### config.mk
export PLATFORM = sky130hd
export DESIGN_NAME = relogio_ajustavel
export DESIGN_NICKNAME = d
export VERILOG_FILES = /design/src/rtl/relogio_pkg.sv /design/src/rtl/bin_to_bcd.sv /design/src/rtl/relogio_ajustavel_btn.sv /design/src/rtl/relogio_ajustavel.sv
export SDC_FILE = /design/constraint.sdc
export NUM_CORES = 1
export LEC_CHECK = 0
export ABC_CLOCK_PERIOD_IN_PS = 2800
export BUFFER_PORTS_ARGS = -buffer_cell sky130_fd_sc_hd__buf_2
export CORE_ASPECT_RATIO = 1.2
export CORE_MARGIN = 4
export CORE_UTILIZATION = 47
export DETAILED_ROUTE_END_ITERATION = 8
export PLACE_DENSITY = 0.64
export RECOVER_POWER = 50
export SYNTH_ARGS = -nofsm -noshare
export SYNTH_HDL_FRONTEND = slang
export SYNTH_SLANG_ARGS = --single-unit
export TNS_END_PERCENT = 30
### constraint.sdc
create_clock -name clk_100MHz -period 2.8 [get_ports clk_100MHz]
set_input_delay 0.28 -clock clk_100MHz [delete_from_list [all_inputs] [get_ports clk_100MHz]]
set_output_delay 0.28 -clock clk_100MHz [all_outputs]
set_load 0.02 [all_outputs]
### src/rtl/relogio_pkg.sv
`default_nettype none
// +----------------------------------------------------------------------+
// | relogio_pkg : shared types and limits for the adjustable HH:MM:SS clock |
// | Rev 1.0                                                              |
// +----------------------------------------------------------------------+
package relogio_pkg;

    typedef enum logic [1:0] {
        RUN   = 2'd0,
        SET_H = 2'd1,
        SET_M = 2'd2,
        SET_S = 2'd3
    } modo_t;

    typedef struct packed {
        logic       en;
        logic [3:0] val;
        logic       dp_n;
    } digit_t;

    localparam logic [5:0] SEG_MAX  = 6'd59;
    localparam logic [5:0] MIN_MAX  = 6'd59;
    localparam logic [4:0] HORA_MAX = 5'd23;
    localparam digit_t     DIG_OFF  = 6'b0;

    function automatic digit_t mk_digit(input logic en_i, input logic [3:0] val_i, input logic dp_n_i);
        digit_t d;
        d.en   = en_i;
        d.val  = val_i;
        d.dp_n = dp_n_i;
        return d;
    endfunction

endpackage
`default_nettype wire

### src/rtl/bin_to_bcd.sv
`default_nettype none
// +----------------------------------------------------------------------+
// | bin_to_bcd : splits a 0..99 binary value into tens and units digits  |
// | Rev 1.0                                                              |
// +----------------------------------------------------------------------+
module bin_to_bcd (
    input  logic [6:0] bin_i,
    output logic [3:0] tens_o,
    output logic [3:0] units_o
);

    assign tens_o  = 4'(bin_i / 7'd10);
    assign units_o = 4'(bin_i % 7'd10);

endmodule
`default_nettype wire

### src/rtl/relogio_ajustavel_btn.sv
`default_nettype none
// +----------------------------------------------------------------------+
// | relogio_btn : 2-FF sync, optional debounce (RELOGIO_DEBOUNCE_EN),    |
// |               rising-edge one-cycle pulse. Rev 1.0                   |
// +----------------------------------------------------------------------+
module relogio_btn #(
    parameter int DEB_CYCLES = 1_000_000
) (
    input  logic clk_100MHz,
    input  logic rstn,
    input  logic btn_i,
    output logic pulse_o
);

    logic sync1_q;
    logic sync2_q;
    logic prev_q;
    logic w_level;

    always_ff @(posedge clk_100MHz or negedge rstn) begin
        if (!rstn) begin
            sync1_q <= 1'b0;
            sync2_q <= 1'b0;
            prev_q  <= 1'b0;
        end else begin
            sync1_q <= btn_i;
            sync2_q <= sync1_q;
            prev_q  <= w_level;
        end
    end

`ifdef RELOGIO_DEBOUNCE_EN
    localparam int            CW       = (DEB_CYCLES > 1) ? $clog2(DEB_CYCLES) : 1;
    localparam logic [CW-1:0] CNT_LAST = CW'(DEB_CYCLES - 1);

    logic [CW-1:0] cnt_q;
    logic          stable_q;

    // A new level is accepted only after DEB_CYCLES consecutive differing samples.
    always_ff @(posedge clk_100MHz or negedge rstn) begin
        if (!rstn) begin
            cnt_q    <= '0;
            stable_q <= 1'b0;
        end else if (sync2_q == stable_q) begin
            cnt_q <= '0;
        end else if (cnt_q == CNT_LAST) begin
            cnt_q    <= '0;
            stable_q <= sync2_q;
        end else begin
            cnt_q <= cnt_q + 1'b1;
        end
    end

    assign w_level = stable_q;
`else
    // A non-positive DEB_CYCLES disables the button entirely.
    localparam bit DEB_ACTIVE = (DEB_CYCLES > 0);

    assign w_level = sync2_q & DEB_ACTIVE;
`endif

    assign pulse_o = w_level & ~prev_q;

endmodule
`default_nettype wire

### src/rtl/relogio_ajustavel.sv
`default_nettype none
// +----------------------------------------------------------------------+
// | relogio_ajustavel : settable HH:MM:SS clock driving eight digit words |
// |   optional debounce via RELOGIO_DEBOUNCE_EN. Rev 1.0                 |
// +----------------------------------------------------------------------+
module relogio_ajustavel
    import relogio_pkg::*;
#(
    parameter int CLK_FREQ_HZ = 100_000_000,
    parameter int H24         = 1,
    parameter int DEB_CYCLES  = 1_000_000
) (
    input  logic       clk_100MHz,
    input  logic       rstn,
    input  logic       btn_mode,
    input  logic       btn_inc,
    output logic [5:0] d1,
    output logic [5:0] d2,
    output logic [5:0] d3,
    output logic [5:0] d4,
    output logic [5:0] d5,
    output logic [5:0] d6,
    output logic [5:0] d7,
    output logic [5:0] d8,
    output logic       tick_1hz,
    output logic [1:0] modo
);

    localparam int            PW       = $clog2(CLK_FREQ_HZ);
    localparam logic [PW-1:0] PRE_LAST = PW'(CLK_FREQ_HZ - 1);
    localparam logic [PW-1:0] PRE_HALF = PW'(CLK_FREQ_HZ / 2);
    localparam logic [PW-1:0] BLK_LAST = PW'(CLK_FREQ_HZ / 4 - 1);
    localparam bit            IS_24H   = (H24 != 0);

    logic          mode_p, inc_p, w_tick, tick_q;
    modo_t         state_q;
    logic [PW-1:0] presc_q, presc_d, blk_q, blk_d;
    logic          blink_q, blink_d;
    logic [5:0]    sec_q, sec_d, min_q, min_d;
    logic [4:0]    hora_q, hora_d, w_hora_disp;
    logic          w_pm, w_sep_n, w_en_s, w_en_m, w_en_h;
    logic [3:0]    seg_t, seg_u, min_t, min_u, hora_t, hora_u;

    relogio_btn #(.DEB_CYCLES(DEB_CYCLES)) u_btn_mode (
        .clk_100MHz(clk_100MHz), .rstn(rstn), .btn_i(btn_mode), .pulse_o(mode_p)
    );
    relogio_btn #(.DEB_CYCLES(DEB_CYCLES)) u_btn_inc (
        .clk_100MHz(clk_100MHz), .rstn(rstn), .btn_i(btn_inc), .pulse_o(inc_p)
    );

    always_ff @(posedge clk_100MHz or negedge rstn) begin
        if (!rstn) begin
            state_q <= RUN;
        end else if (mode_p) begin
            case (state_q)
                RUN:     state_q <= SET_H;
                SET_H:   state_q <= SET_M;
                SET_M:   state_q <= SET_S;
                default: state_q <= RUN;
            endcase
        end
    end

    always_comb begin
        presc_d = '0;
        w_tick  = 1'b0;
        if (state_q == RUN) begin
            if (presc_q == PRE_LAST) w_tick = 1'b1;
            else                     presc_d = presc_q + 1'b1;
        end

        blk_d   = blk_q + 1'b1;
        blink_d = blink_q;
        if (mode_p) begin
            blk_d   = '0;
            blink_d = 1'b0;
        end else if (blk_q == BLK_LAST) begin
            blk_d   = '0;
            blink_d = ~blink_q;
        end

        sec_d  = sec_q;
        min_d  = min_q;
        hora_d = hora_q;
        // A tick can only occur in RUN, where increments are ignored anyway.
        if (w_tick) begin
            if (sec_q == SEG_MAX) begin
                sec_d = '0;
                if (min_q == MIN_MAX) begin
                    min_d  = '0;
                    hora_d = (hora_q == HORA_MAX) ? 5'd0 : hora_q + 1'b1;
                end else begin
                    min_d = min_q + 1'b1;
                end
            end else begin
                sec_d = sec_q + 1'b1;
            end
        end else if (inc_p && !mode_p) begin
            case (state_q)
                SET_H:   hora_d = (hora_q == HORA_MAX) ? 5'd0 : hora_q + 1'b1;
                SET_M:   min_d  = (min_q == MIN_MAX) ? 6'd0 : min_q + 1'b1;
                SET_S:   sec_d  = '0;
                default: ;
            endcase
        end
    end

    always_ff @(posedge clk_100MHz or negedge rstn) begin
        if (!rstn) begin
            presc_q <= '0;
            blk_q   <= '0;
            blink_q <= 1'b0;
            sec_q   <= '0;
            min_q   <= '0;
            hora_q  <= '0;
            tick_q  <= 1'b0;
        end else begin
            presc_q <= presc_d;
            blk_q   <= blk_d;
            blink_q <= blink_d;
            sec_q   <= sec_d;
            min_q   <= min_d;
            hora_q  <= hora_d;
            tick_q  <= w_tick;
        end
    end

    always_comb begin
        w_pm = !IS_24H && (hora_q >= 5'd12);
        if (IS_24H)               w_hora_disp = hora_q;
        else if (hora_q == 5'd0)  w_hora_disp = 5'd12;
        else if (hora_q > 5'd12)  w_hora_disp = hora_q - 5'd12;
        else                      w_hora_disp = hora_q;
    end

    bin_to_bcd u_bcd_seg  (.bin_i({1'b0, sec_q}),        .tens_o(seg_t),  .units_o(seg_u));
    bin_to_bcd u_bcd_min  (.bin_i({1'b0, min_q}),        .tens_o(min_t),  .units_o(min_u));
    bin_to_bcd u_bcd_hora (.bin_i({2'b0, w_hora_disp}),  .tens_o(hora_t), .units_o(hora_u));

    assign w_sep_n = (state_q == RUN) ? (presc_q >= PRE_HALF) : 1'b0;
    assign w_en_s  = !((state_q == SET_S) && blink_q);
    assign w_en_m  = !((state_q == SET_M) && blink_q);
    assign w_en_h  = !((state_q == SET_H) && blink_q);

    always_ff @(posedge clk_100MHz or negedge rstn) begin
        if (!rstn) begin
            d1       <= mk_digit(1'b1, 4'd0, 1'b1);
            d2       <= mk_digit(1'b1, 4'd0, 1'b1);
            d3       <= mk_digit(1'b1, 4'd0, 1'b1);
            d4       <= mk_digit(1'b1, 4'd0, 1'b1);
            d5       <= mk_digit(1'b1, IS_24H ? 4'd0 : 4'd2, 1'b1);
            d6       <= mk_digit(1'b1, IS_24H ? 4'd0 : 4'd1, 1'b1);
            d7       <= DIG_OFF;
            d8       <= DIG_OFF;
            tick_1hz <= 1'b0;
            modo     <= RUN;
        end else begin
            d1       <= mk_digit(w_en_s, seg_u, 1'b1);
            d2       <= mk_digit(w_en_s, seg_t, 1'b1);
            d3       <= mk_digit(w_en_m, min_u, w_sep_n);
            d4       <= mk_digit(w_en_m, min_t, 1'b1);
            d5       <= mk_digit(w_en_h, hora_u, w_sep_n);
            d6       <= mk_digit(w_en_h, hora_t, ~w_pm);
            d7       <= DIG_OFF;
            d8       <= DIG_OFF;
            tick_1hz <= tick_q;
            modo     <= state_q;
        end
    end

endmodule
`default_nettype wire
==> metrics.txt, run 1 <==
Combinational Power Share=0.200; Buffers & Inverters on Critical Path=0; syn_area_per_cell=9.67 sq um; Worst Tran Pin Value=1650 ps; pin count of the biggest net entering global routing=52; Int Power=between 2 and 3 mW; antenna cells=0; Min-Delay Path Depth=1; CTS Root Cell=clkbuf_16; ys flop type=dfrtp_1; worst r2r src=presc_q[13]; worst hold path startpoint=btn_mode; async set-or-reset flop fraction in the synthesized netlist=1.00; htree depth=3; CP Class=reg -> reg; f_max=393 MHz; worst skew pair latency=340 ps; unrepaired setup endpoints after global routing=no; fin crit period=approximately 2500 ps; Worst Path Max Fanout=9; Leakage Power=2.78 nW; Final Max Tran Viols=30; final net count=between 600 and 700; Ports=55; Final Cell Area=6200 sq um; M1 WL=about 4500 microns; critical path arrival=2770 ps; Fin. Hold Viols=0; setup TNS=0 ps; Die Area=13,700 sq um; initial antenna violation count=0; post-cts sizing count=0; CP endpoint kind=flip-flop; cells on worst reg2reg path=6; Critical R2R Capture=min_q[2]; Final WS setup=253 ps; CP required=3030 ps; ANT nets after route=0; Synth top area share=0.466; Max Cap Violations=1; vias per inst=~5.1; die width=108 microns; Clk network pwr share=0.348; Mapped Area=around 5600 sq um; die height=127 microns; power per cell area=649 nW/um^2; PortBufs=34; Max IR drop VDD=0.000326 V; GP Congestion=0.826; critical path's largest stage delay=540 ps; core area=11,600 sq um; worst-path cell with the longest stage delay=or4_4; NetSw=1.19 mW; worst slack at placement=around 240 ps; GRT overflow=0; #FFs+latches synth=between 100 and 150; First DRT Iteration DRCs=148; YS warnings=0; synth top area cells=dfrtp_1 47%, nor2_1 5.5%, ha_1 4.9%; Cell Count, Final, Fillers Out=777; Initial Utilization=0.481; post-route DRC violation count=0; CTS Buffer Depth=2; routed len/inst=13.0 microns; Netlist cell types=56; DP Wirelength=7280 microns; most common cell after layout, fill and taps aside=dfrtp_1; clock sink count=108; vias in the first global route=3,919; switching part of the total=0.295; skew final=6.57 ps; Cell Area, Placed=5890 sq um; failing checks=capacitance limit, slew limit; placed insts=760; HP Class=in -> reg; Post-synth EDFFs=0; CP top delay family=simple AND/OR/NAND/NOR gates; TritonCTS Buffers=9; total wire length=about 10,000 microns; most frequent cells in the layout=104 x dfrtp_1, 82 x nor2_1, 44 x nand2_1; endpoints failing setup=0; top layer in use=met4; Critical Path Source Type=flip-flop; sequential power share=0.452; status=finished with violations; Slew HR=-0.100; DR pass1 iterations=4; CP cell instances=nand4_2 -> or4_4 -> nor4b_4 -> mux2_4 -> or2b_1 -> mux2_1; sequential-to-total area share from yosys stat=0.485; CTS tree=done; num rows=43; layout cells sized above 1=0.0887; largest area contributor in the netlist=dfrtp_1; Synth Instances=578; hold slack final=39.6 ps; period utilization=0.910; Area Growth Syn to Fin=11.0%; GRT Overall Usage=0.154; DR WL met2=5060 microns; flop2flop setup slack=~250 ps; hold worst-path end=u_btn_mode.sync1_q; vias=3,967; Clock transition at path regs=70 ps; met3 wire len=roughly 300 microns; first-pass GRT wire length=between 15,000 and 20,000 microns
through the flow:
step	power, mW	util
after floorplan	2.43	-
after CTS	4.10	0.537
final	4.03	0.534
after global placement	2.65	0.507
after detailed placement	2.68	0.507
after global routing	4.26	0.534
per-layer routing:
metal | vias to the layer above | global-route usage
li1 | 1987 | -
met1 | 1897 | 0.189
met5 | - | 0
met4 | 0 | 0.0609
met2 | 65 | 0.266
met3 | 18 | 0.0278
Yosys cell counts, types with 2 or more instances:
| cell type | instances |
|---|---|
| clkbuf_1 | 11 |
| mux2_2 | 3 |
| nand3_1 | 22 |
| nand4_1 | 14 |
| a211oi_1 | 2 |
| o211ai_1 | 4 |
| nand2b_1 | 8 |
| nor4_1 | 4 |
| xnor2_1 | 31 |
| a21o_1 | 5 |
| nand2_1 | 44 |
| or2_2 | 3 |
| nor4b_1 | 2 |
| inv_1 | 28 |
| mux2i_1 | 3 |
| o21a_1 | 4 |
| buf_2 | 3 |
| buf_4 | 25 |
| nand3b_1 | 2 |
| nor3b_1 | 2 |
| xor2_1 | 26 |
| and2_1 | 4 |
| a31oi_1 | 3 |
| conb_1 | 2 |
| dfrtp_1 | 104 |
| a211o_1 | 2 |
| buf_1 | 2 |
| and3_1 | 7 |
| o21ai_0 | 23 |
| nor2b_1 | 10 |
| a21oi_1 | 19 |
| and4_1 | 7 |
| or3_1 | 5 |
| ha_1 | 22 |
| o22ai_1 | 3 |
| nor3_1 | 15 |
| nor2_1 | 82 |
| dfstp_2 | 4 |
state kept, by name (all words and copies together), names as in the netlist:
signal,cells
d4,4
hora_q,5
u_btn_inc.sync2_q,1
u_btn_mode.sync1_q,1
modo,2
u_btn_inc.prev_q,1
state_q,2
d5,5
sec_q,6
tick_1hz,1
d2,4
blink_q,1
d3,4
tick_q,1
d1,4
d6,3
u_btn_inc.sync1_q,1
u_btn_mode.sync2_q,1
u_btn_mode.prev_q,1
min_q,6
presc_q,27
blk_q,27
timing repair:
item	CTS	global route
hold endpoints to repair	25	0
setup buffers	0	0
hold buffers	1	0
layout make-up:
type | instances | area, sq um
Inverter | 28 | 105
Timing Repair Buffer | 49 | 268
Multi-Input combinational cell | 419 | 2590
Tap cell | 157 | 196
Clock inverter | 5 | 82.6
Clock buffer | 11 | 253
Sequential cell | 108 | 2710
Fill cell | 1060 | 5420
power groups by stage:
| stage | Sequential [mW] | Combinational [mW] | Clock, mW |
|---|---|---|---|
| after detailed placement | 1.85 | 0.826 | 0 |
| after global routing | 1.84 | 0.912 | 1.51 |
| after CTS | 1.82 | 0.834 | 1.44 |
| after global placement | 1.85 | 0.801 | 0 |
| final | 1.82 | 0.806 | 1.40 |
| after floorplan | 1.90 | 0.533 | 0 |
logic make-up (layout without fill, tap and decap cells):
group | count (synthesis) | count (layout) | share of synthesized area
and+or+nand+nor | 239 | 239 | 0.215
DFF | 108 | 108 | 0.485
AOI/OAI and AO/OA | 72 | 72 | 0.0788
buffers and inverters | 69 | 93 | 0.0638
xor gates and xnor gates | 57 | 57 | 0.0893
adders and majority gates | 23 | 23 | 0.0511
muxes | 8 | 8 | 0.0161
other | 2 | 20 | 0.00134
worst register-to-register path, stage by stage, from the launching register on:
cell and delay (ps):
dfrtp_1 430, nand4_2 150, or4_4 540, nor4b_4 370, mux2_4 380, or2b_1 250
mux2_1 310
how the worst max path moves through the flow:
stage          cells after the start  endpoint  slack, ps         from
2_1_floorplan                     10     d3[2]         60     min_q[4]
3_3_place_gp                       6  min_q[2]        290  presc_q[13]
3_5_place_dp                       6  min_q[2]        240  presc_q[13]
4_1_cts                            6  min_q[2]        230  presc_q[13]
5_1_grt                            6  min_q[2]        100  presc_q[13]
6_report                           6  min_q[2]        250  presc_q[13]
(Power assumes the default switching activity.)
==> run 2: changes to the inputs <==
==> constraint.sdc (replaced) <==
create_clock -name clk_100MHz -period 2.8 [get_ports clk_100MHz]
set_input_delay 0.56 -clock clk_100MHz [delete_from_list [all_inputs] [get_ports clk_100MHz]]
set_output_delay 0.56 -clock clk_100MHz [all_outputs]
set_load 0.02 [all_outputs]
==> run 2 against run 1 <==
Net effect:
- the run now ends clean
- power decreased by 0.16%
- fmax down 1.1%
- non-clock buffer count unchanged
- cell count unchanged
- largest cell class unchanged
==> metrics.txt, run 2 (synthesis results as in run 1) <==
fillers=1,066 (+0.57%); flop2flop setup slack=230 ps (-30 ps); Critical Path Source Type=flip-flop; Max Cap Violations=0 (-1); Final Max Tran Viols=0 (-100%); routed len/inst=13.2 microns (+1.5%); antenna cells=0 (unchanged); largest registers=blk_q: 27 flops, presc_q: 27 flops; TritonCTS Buffers=9 (unchanged); die height=127 microns (unchanged); skew final=7.94 ps (+1.37 ps); core area=11,600 sq um (unchanged); Initial Utilization=0.481 (unchanged); power per cell area=649 nW/um^2 (about the same); critical path arrival=2810 ps (+40 ps); post-cts sizing count=0 (unchanged); DP Wirelength=7310 microns (+0.41%); htree depth=3 (unchanged); vias=3,928 (-0.98%); Max IR drop VDD=0.000360 V (+10%); die width=108 microns (unchanged); GRT Overall Usage=0.165 (+0.0117); layout cells sized above 1=0.123 (+0.0339); CTS Buffer Depth=2 (unchanged); Fin. Hold Viols=0 (unchanged); Ports=55 (unchanged); unrepaired setup endpoints after global routing=no; hold buffer count at CTS=0 (-1); first-pass GRT wire length=18,500 microns (+6.8%); worst r2r src=presc_q[13]; Die Area=13,700 sq um (unchanged); First DRT Iteration DRCs=152 (+2.7%); PortBufs=34 (unchanged); most frequent cells in the layout=104 x dfrtp_1, 82 x nor2_1, 44 x nand2_1; Worst Tran Pin Value=1250 ps (-401 ps); CP required=3030 ps (about the same); CP Capture Point=hora_q[3]; endpoints failing setup=0 (unchanged); Worst Path Max Fanout=11 (+2); layer with the highest usage=met2; vias per inst=5.06 (-0.98%); cells on worst reg2reg path=7 (+1); Multi-input gate area=2590 sq um (unchanged); worst skew pair latency=340 ps (about the same); CP endpoint kind=flip-flop; fin crit period=2570 ps (+27.4 ps); vias in the first global route=4,004 (+2.2%); worst hold path startpoint=btn_inc; GRT overflow=0 (unchanged); f_max=388 MHz (-1.1%); met1 usage=0.220 (+0.0309); Cell Area, Placed=5890 sq um (about the same); GR Layer Usage met3=0.0227 (-0.00505); initial antenna violation count=0 (unchanged); HP Class=in -> reg; period utilization=0.920 (+0.00977); Slew HR=0.167 (+0.267); crit path launch=presc_q[13]; Setup Buffers After CTS=0 (unchanged); most common cell after layout, fill and taps aside=dfrtp_1; Area Growth Syn to Fin=10.8%; Register Area=2710 sq um (unchanged); CP Class=reg -> reg; GP Congestion=0.846 (+2.4%); DR pass1 iterations=4 (unchanged); setup TNS=0 ps (unchanged); num rows=43 (unchanged); pin count of the biggest net entering global routing=53 (+1.9%); clock sink count=108 (unchanged); Final Cell Area=6190 sq um (-0.20%); final net count=641 (unchanged); Leakage Power=2.85 nW (+2.5%); Critical R2R Capture=hora_q[3]; post-route DRC violation count=0 (unchanged); ANT nets after route=0 (unchanged); CTS Root Cell=clkbuf_16; met2 usage in global routing=0.266 (unchanged); Clock transition at path regs=70 ps (about the same); status=complete, no violations; CTS tree=done; total wire length=10,300 microns (+1.5%)
run 2: changes by cell type in the layout (fill, tap and decap cells not counted), moves of 2 or more:
cell / delta
buf_2: +23
clkbuf_1: -20
buf_4: -3
clkbuf_2: +2
run 2: how the worst min path moves through the flow:
stage / to / slack, ps / cells past startpoint
global placement: u_btn_mode.sync2_q / 340 / 0
floorplan: blink_q / 260 / 0
finish: u_btn_inc.sync1_q / 320 / 1
detailed placement: u_btn_inc.sync2_q / 340 / 0
CTS: sec_q[3] / 280 / 1
global route: u_btn_inc.sync1_q / 300 / 1
run 2: metrics by stage:
| step | power (mW) | hold WS [ps] | setup slack (ps) | instances | utilization |
|---|---|---|---|---|---|
| after floorplan | 2.43 | 264 | 62.4 | 596 | - |
| after global placement | 2.64 | 336 | 317 | 761 | 0.506 |
| after detailed placement | 2.68 | 341 | 247 | 761 | 0.506 |
| after CTS | 4.07 | 276 | 228 | 777 | 0.534 |
| after global routing | 4.27 | 304 | 47.6 | 777 | 0.533 |
| final | 4.02 | 323 | 225 | 777 | 0.533 |
run 2: layout make-up:
class,count,share of cell area
inverters,28,0.0170
multi-input cells,419,0.419
clock inverters,6,0.0139
well taps,157,0.0317
flip-flops and latches,108,0.437
repair buffers,49,0.0428
clock buffers,10,0.0386
run 2: where the power goes:
| group | internal [mW] | leakage, nW | switching, mW |
|---|---|---|---|
| clock network | 0.809 | 0.159 | 0.563 |
| registers | 1.70 | 1.45 | 0.121 |
| logic | 0.309 | 1.24 | 0.512 |
| total | 2.82 | 2.85 | 1.20 |
run 2: routing by layer:
| metal | vias to the layer above | wire, microns |
|---|---|---|
| li1 | 1978 | - |
| met1 | 1878 | 4810 |
| met2 | 56 | 4920 |
| met3 | 16 | 312 |
| met4 | 0 | 204 |
| met5 | - | 0 |
run 2: critical path: stages, from the launching register on:
cell and delay (ps):
dfrtp_1 440, nand4_2 160, or4_4 530, nor4b_4 350, buf_4 240, mux2i_1 310, nand4_1 140, mux2_2 290
